<file path="config.mk">
export PLATFORM = sky130hd
export DESIGN_NAME = accumulator_dump
export DESIGN_NICKNAME = d
export VERILOG_FILES = /design/src/rtl/accumulator_dump.sv
export SDC_FILE = /design/constraint.sdc
export NUM_CORES = 1
export LEC_CHECK = 0
export ABC_AREA = 1
export CAP_MARGIN = 20
export CORE_ASPECT_RATIO = 2
export CORE_UTILIZATION = 42
export CTS_CLUSTER_SIZE = 20
export DETAILED_ROUTE_END_ITERATION = 6
export GPL_TIMING_DRIVEN = 1
export PLACE_DENSITY = 0.71
export REMOVE_ABC_BUFFERS = 1
export SKIP_LAST_GASP = 1
export SYNTH_ARGS = -nofsm -noshare
export SYNTH_HDL_FRONTEND = slang
export SYNTH_SLANG_ARGS = --single-unit
</file>
<file path="constraint.sdc">
create_clock -name clk -period 8.9 [get_ports clk]
set_input_delay 1.78 -clock clk [delete_from_list [all_inputs] [get_ports clk]]
set_output_delay 1.78 -clock clk [all_outputs]
set_load 0.01 [all_outputs]
</file>
<file path="src/rtl/accumulator_dump.sv">
// accumulator_dump
// Reads a window of the accumulator RAM once an accumulation pass has finished
// and streams the words out on a valid/ready interface. When clear_en is set,
// each location is overwritten with zero after its data has come back, so the
// next pass starts from zero.
//
// Ports
//   clk, rst            clock, asynchronous active-high reset
//   start               single-cycle dump request, only sampled in IDLE
//   base_addr, length   window start and word count (0..2^ADDR_WIDTH)
//   clear_en            zero each location after it has been read
//   busy, done          busy while dumping; done is a one-cycle completion pulse
//   rd_en, rd_addr      accumulator read port (read data one cycle later)
//   rd_rdata            accumulator read data
//   wr_en, wr_we        accumulator write port enable and strobe (always equal)
//   wr_addr, wr_wdata   clear address; write data is always zero
//   wr_mode             accumulator mode, always 0 (overwrite)
//   m_valid, m_ready    output stream handshake
//   m_data, m_last      output stream word and end-of-dump marker
//
// State table
//   IDLE  | waiting for start
//   RUN   | issuing reads while the output buffer has room
//   DRAIN | all reads issued, waiting for the last beat to be accepted
//   DONE  | one-cycle done pulse
module accumulator_dump #(
  parameter int ADDR_WIDTH = 9,
  parameter int DATA_WIDTH = 64,
  parameter int FIFO_DEPTH = 2   // two-entry buffer; other depths unsupported
) (
  input  logic                  clk,
  input  logic                  rst,
  input  logic                  start,
  input  logic [ADDR_WIDTH-1:0] base_addr,
  input  logic [ADDR_WIDTH:0]   length,
  input  logic                  clear_en,
  output logic                  busy,
  output logic                  done,
  output logic                  rd_en,
  output logic [ADDR_WIDTH-1:0] rd_addr,
  input  logic [DATA_WIDTH-1:0] rd_rdata,
  output logic                  wr_en,
  output logic                  wr_we,
  output logic [ADDR_WIDTH-1:0] wr_addr,
  output logic [DATA_WIDTH-1:0] wr_wdata,
  output logic                  wr_mode,
  output logic                  m_valid,
  input  logic                  m_ready,
  output logic [DATA_WIDTH-1:0] m_data,
  output logic                  m_last
);

  typedef enum logic [1:0] {
    S_IDLE  = 2'd0,
    S_RUN   = 2'd1,
    S_DRAIN = 2'd2,
    S_DONE  = 2'd3
  } state_t;

  state_t state_q, state_d;

  logic [ADDR_WIDTH-1:0] addr_q;
  logic [ADDR_WIDTH:0]   remaining_q;
  logic                  clr_q;

  // Tracking for the read whose data arrives in the current cycle.
  logic                  inflight_q;
  logic [ADDR_WIDTH-1:0] inflight_addr_q;
  logic                  inflight_last_q;

  logic [DATA_WIDTH-1:0] fifo_data [2];
  logic                  fifo_last [2];
  logic                  wr_ptr_q;
  logic                  rd_ptr_q;
  logic [1:0]            fifo_count_q;

  logic                  pop;
  logic                  push;
  logic [2:0]            occupancy;

  assign m_valid = (fifo_count_q != 2'd0);
  assign pop     = m_valid & m_ready;
  assign push    = inflight_q;

  // Credit check: words buffered after this cycle's pop, plus the read already
  // in flight, must leave a free slot for the read issued now.
  assign occupancy = {1'b0, fifo_count_q} + {2'b00, inflight_q} - {2'b00, pop};
  assign rd_en     = (state_q == S_RUN) && (remaining_q != '0) &&
                     (occupancy < 3'(FIFO_DEPTH));
  assign rd_addr   = addr_q;

  assign wr_en    = inflight_q & clr_q;
  assign wr_we    = wr_en;
  assign wr_addr  = inflight_addr_q;
  assign wr_wdata = '0;
  assign wr_mode  = 1'b0;

  assign m_data = fifo_data[rd_ptr_q];
  // The last flag of a drained entry is stale, so it is qualified by valid.
  assign m_last = fifo_last[rd_ptr_q] & m_valid;

  assign busy = (state_q == S_RUN) || (state_q == S_DRAIN);
  assign done = (state_q == S_DONE);

  always_ff @(posedge clk or posedge rst) begin
    if (rst) begin
      state_q <= S_IDLE;
    end else begin
      state_q <= state_d;
    end
  end

  always_comb begin
    state_d = state_q;
    case (state_q)
      S_IDLE: begin
        if (start) begin
          state_d = (length != '0) ? S_RUN : S_DONE;
        end
      end
      S_RUN: begin
        if (rd_en && (remaining_q == 1)) begin
          state_d = S_DRAIN;
        end
      end
      S_DRAIN: begin
        // The flagged word is the final one, so accepting it leaves the
        // buffer empty with no read in flight.
        if (pop && m_last) begin
          state_d = S_DONE;
        end
      end
      S_DONE: begin
        state_d = S_IDLE;
      end
      default: begin
        state_d = S_IDLE;
      end
    endcase
  end

  always_ff @(posedge clk or posedge rst) begin
    if (rst) begin
      addr_q          <= '0;
      remaining_q     <= '0;
      clr_q           <= 1'b0;
      inflight_q      <= 1'b0;
      inflight_addr_q <= '0;
      inflight_last_q <= 1'b0;
      wr_ptr_q        <= 1'b0;
      rd_ptr_q        <= 1'b0;
      fifo_count_q    <= 2'd0;
      for (int i = 0; i < 2; i++) begin
        fifo_data[i] <= '0;
        fifo_last[i] <= 1'b0;
      end
    end else begin
      if ((state_q == S_IDLE) && start && (length != '0)) begin
        addr_q      <= base_addr;
        remaining_q <= length;
        clr_q       <= clear_en;
      end else if (rd_en) begin
        addr_q      <= addr_q + 1'b1;
        remaining_q <= remaining_q - 1'b1;
      end

      inflight_q <= rd_en;
      if (rd_en) begin
        inflight_addr_q <= addr_q;
        inflight_last_q <= (remaining_q == 1);
      end

      if (push) begin
        fifo_data[wr_ptr_q] <= rd_rdata;
        fifo_last[wr_ptr_q] <= inflight_last_q;
        wr_ptr_q            <= ~wr_ptr_q;
      end
      if (pop) begin
        rd_ptr_q <= ~rd_ptr_q;
      end
      fifo_count_q <= fifo_count_q + {1'b0, push} - {1'b0, pop};
    end
  end

endmodule

</file>
# After elaboration in Yosys (flattened, before gate mapping)
# Index checks and enable logic that the tools add are counted.
[totals] reg_bits=167 inputBits=88 output_inout_bits=154 elab_cells=73
[classes] addsub=6 n_lt_le_gt_ge=4 n_eq_ne=7 n_mux=21 bitwise_logic=7 reduce_logical=14
[op_table] cell="$mux W64" count=4
[op_table] cell="$bwmux W128" count=1
[op_table] cell="$demux W64 S1" count=1
[op_table] cell="$mux W10" count=2
[op_table] cell="$reduce_bool A10 Y1" count=2
[op_table] cell="$mux W9" count=2
[op_table] cell="$eq A10 B1 Y1 const B" count=1
[op_table] cell="$sub A10 B1 Y10 const B" count=1
[op_table] cell="$add A9 B1 Y9 const B" count=1
[op_table] cell="$mux W2" count=4
[op_table] cell="$pmux W2 S4" count=1
[op_table] cell="$logic_and A1 B1 Y1" count=7
[op_table] cell="$eq A2 B2 Y1 const B" count=2
[op_table] cell="$ge A2 B2 Y1 const B" count=2
[op_table] cell="$mux W1" count=4
[op_table] cell="$ne A2 B1 Y1 const B" count=2
[op_table] cell="$not A1 Y2" count=2
[op_table] cell="$reduce_bool A2 Y1" count=2
[op_table] cell="$add A2 B1 Y3" count=1
[op_table] cell="$and A1 B1 Y1" count=3
[op_table] cell="$lt A3 B2 Y1 const B" count=1
[op_table] cell="$reduce_and A3 Y1" count=1
[op_table] cell="$sub A3 B1 Y3" count=1
[op_table] cell="$add A2 B1 Y2" count=1
[op_table] cell="other kinds (9)" count=10

# Longest topological paths before layout
[logic_depth] ltp_word=8 ltp_mapped=17 mapped_depth_nobuf=16

# Worst setup path before layout
# Ideal clock, no wire load.
[synth_path] kind="input -> output" startpoint="input m_ready" endpoint="output rd_en" t_arrival_ns=3.397 t_required_ns=7.120 slack_ns=3.723 stages=10 path_buffers=0 path_cell_list="nand2_1 > inv_1 > ha_1 > inv_1 > ha_1 > fa_1 > nand3b_1 > nor2_1 > nand2_4 > inv_2"
[synth_between] elab_chain_cells=4
[synth_lines] item="start, declared" line="48" source="input logic m_ready,"
[synth_lines] item="$and A1 B1 Y1" line="82" source="assign pop = m_valid & m_ready;"
[synth_lines] item="named net pop" line="77" source="logic pop;"
[synth_lines] item="$sub A3 B1 Y3" line="87" source="assign occupancy = {1'b0, fifo_count_q} + {2'b00, inflight_q} - {2'b00, pop};"
[synth_lines] item="named net occupancy[1]" line="79" source="logic [2:0] occupancy;"
[synth_lines] item="$lt A3 B2 Y1" line="89" source="(occupancy < 3'(FIFO_DEPTH));"
[synth_lines] item="$logic_and A1 B1 Y1" line="88" source="assign rd_en = (state_q == S_RUN) && (remaining_q != '0) &&"
[synth_lines] item="end, declared" line="39" source="output logic rd_en,"
# The timed path passes the listed nets, and every way through them passes these cells.

# Worst setup path in the final report
# Same ends and word-level chain as after synthesis.

==> reports/results.tsv <==
metric	value	unit
cts-htree-levels	4	
stdcell_count	1468	
finalClockSkew	0.00874	ns
status	finished, final reports clean	
place_ws	2.50	ns
cts_tree	done	
fin_util	0.558	
worst_pin_slew	0.904	ns
synth_area_leaders	dfrtp_1 (51%), nand2_1 (20%), o21ai_0 (8.2%)	
drive_gt1_frac	0.0396	
via_per_inst	4.59	
drtAntennaViolNets	0	
slew_violations	0	
p_per_area	388	nW/µm²
nFillCells	1780	
ys_types	29	
antenna_cells	0	
grt_pass1_wl	31500	µm
switching_power	1.54	mW
netlist.top_cell.by_area	dfrtp_1	
finalHoldViolations	0	
fmax	156	MHz
critPathMaxFanout	18	
ys_ff_latch	167	
synthCells	1049	
leakage	5.46	nW
firstDrtPassIters	4	
wl	19300	µm
finalSetupViolCount	0	
drc	0	
cts_hold_buf	0	
clk_pin_slew	0.06	ns
max-cap-violations	0	
yosysTopAreaCellShare	0.510	
intPower	2.55	mW
async_flop_share	1.00	
start_kind	primary input	
combPwrFrac	0.465	
hpwl	13300	µm
grt.overflow.total	0	
p_clk_frac	0.199	
antenna_found_initial	0	
nets	1301	
end_kind	output port	
path_class	in2out	
die_w	101	µm
io_buffers	176	
total_power	4.09	mW
slew_headroom	0.397	
multi_input_area	3190	µm²
rsz0062_at_grt	false	
grt_pass1_vias	6483	
cts_setup_buffers	0	
reg2reg_slack	5.71	ns
cts_sinks	167	
area.sequential	4180	µm²
rows	71	
synth_area_per_cell	7.81	µm²
ys.warnings.count	0	
initial_core_util	0.433	
holdCritPathClass	reg2reg	
grt_max_degree	103	
core_area	18900	µm²
die_y	200	µm
min_period	6.40	ns
gp_congestion	0.871	
seq_power_share	0.335	
drt_iter0_markers	352	
peakVddDrop	0.000170	V
cts_made_buffers	17	
synth-seq-area-share	0.510	
syn_area	8190	µm²
synth_most_common_cell	nand2_1	
netlist_top_cells_count	nand2_1 (437), dfrtp_1 (167), o21ai_0 (135)	
setup_slack	2.50	ns
final.setup.tns	0	ns
swShare	0.376	
synthFlopType	dfrtp_1	
clock-root-buffer	clkbuf_16	
period_share	0.719	
crit_required	7.12	ns
via_count	6732	
clock_latency	0.42	ns
clockBufferDepth	2	
ios	242	
synth-edff-count	0	
cts_resized	0	
critPathArrivalTime	4.62	ns
die_area	20100	µm²
synthToLayoutAreaGrowth	28.8	%
wl_per_cell	13.2	µm
dp.cells	1436	
track_usage	0.204	
## power by group through the flow
stage	combinational, mW	clock, mW	sequential (mW)
final	1.90	0.816	1.37
after global routing	2.15	0.867	1.42
after CTS	1.94	0.835	1.37
after detailed placement	1.93	0	1.38
after global placement	1.90	0	1.37
after floorplan	1.02	0	1.37
## stage by stage
step / hold slack [ns] / instance area, µm²
after global placement: 0.463 / 9870
final: 0.477 / 10600
after global routing: 0.502 / 10600
after detailed placement: 0.465 / 9870
after CTS: 0.483 / 10500
after floorplan: 0.449 / 7730
## state kept, by name, indices dropped and copies added (netlist names)
signal and count:
rd_ptr_q 1, clr_q 1, wr_addr 9, rd_addr 9, wr_ptr_q 1, fifo_data 128
inflight_last_q 1, inflight_q 1, fifo_count_q 2, remaining_q 10, state_q 2, fifo_last 2
## per-layer routing
metal | vias up | track usage | wire length [µm]
met5 | - | 0 | 0
met4 | 0 | 0.0934 | 498
met3 | 31 | 0.0339 | 865
met2 | 217 | 0.373 | 10600
met1 | 3108 | 0.227 | 7420
li1 | 3376 | - | -
## critical path: stages
cell,delay [ns]
clkdlybuf4s50_1,0.41
nand2_1,0.11
inv_1,0.05
ha_1,0.26
inv_1,0.04
ha_1,0.18
fa_1,0.45
nand3b_1,0.16
nor2_1,0.20
nand2_4,0.18
inv_2,0.19
clkdlybuf4s50_1,0.57
## path summary, 6_finish.rpt
| path | startpoint | end | cells after the start |
|---|---|---|---|
| min reg2reg | wr_addr[6] | wr_addr[6] | 2 |
| max reg2reg | fifo_count_q[1] | remaining_q[3] | 14 |
| min | wr_addr[6] | wr_addr[6] | 2 |
| max | m_ready | rd_en | 12 |
| min in group asynchronous | rst | fifo_data[88] | 2 |
| max in group asynchronous | rst | fifo_data[66] | 4 |
## cell usage in the layout, fill, tap and decap left out, types with 3 or more instances in the layout
master and count:
nand2_4 3, o21ai_1 3, ha_1 11, conb_1 65, bufinv_16 6, dfrtp_1 166
xor2_1 11, clkdlybuf4s50_1 176, clkbuf_16 17, clkbuf_1 4, buf_4 6, nand2_1 436
inv_1 95, nand3_1 33, clkinv_2 3, o21ai_0 135, nor2_1 23
## final cells by class
| type | instances | area share |
|---|---|---|
| clock inverter | 9 | 0.0187 |
| timing repair buffer | 183 | 0.174 |
| sequential | 167 | 0.396 |
| clock buffer | 22 | 0.0430 |
| tap | 255 | 0.0302 |
| inverter | 99 | 0.0358 |
| multi-input combinational | 733 | 0.302 |
## logic make-up (layout without fill, tap and decap cells)
family | Yosys count | after routing | synth area share
AND/OR/NAND/NOR | 504 | 504 | 0.241
buffers and inverters | 213 | 313 | 0.131
flip-flops | 167 | 167 | 0.510
AO/OA/AOI/OAI | 141 | 141 | 0.0869
adder cells (fa/ha/maj) | 12 | 12 | 0.0192
XOR/XNOR | 11 | 11 | 0.0118
other | 1 | 65 | 0.000458
Power figures use the tool's default switching activity.
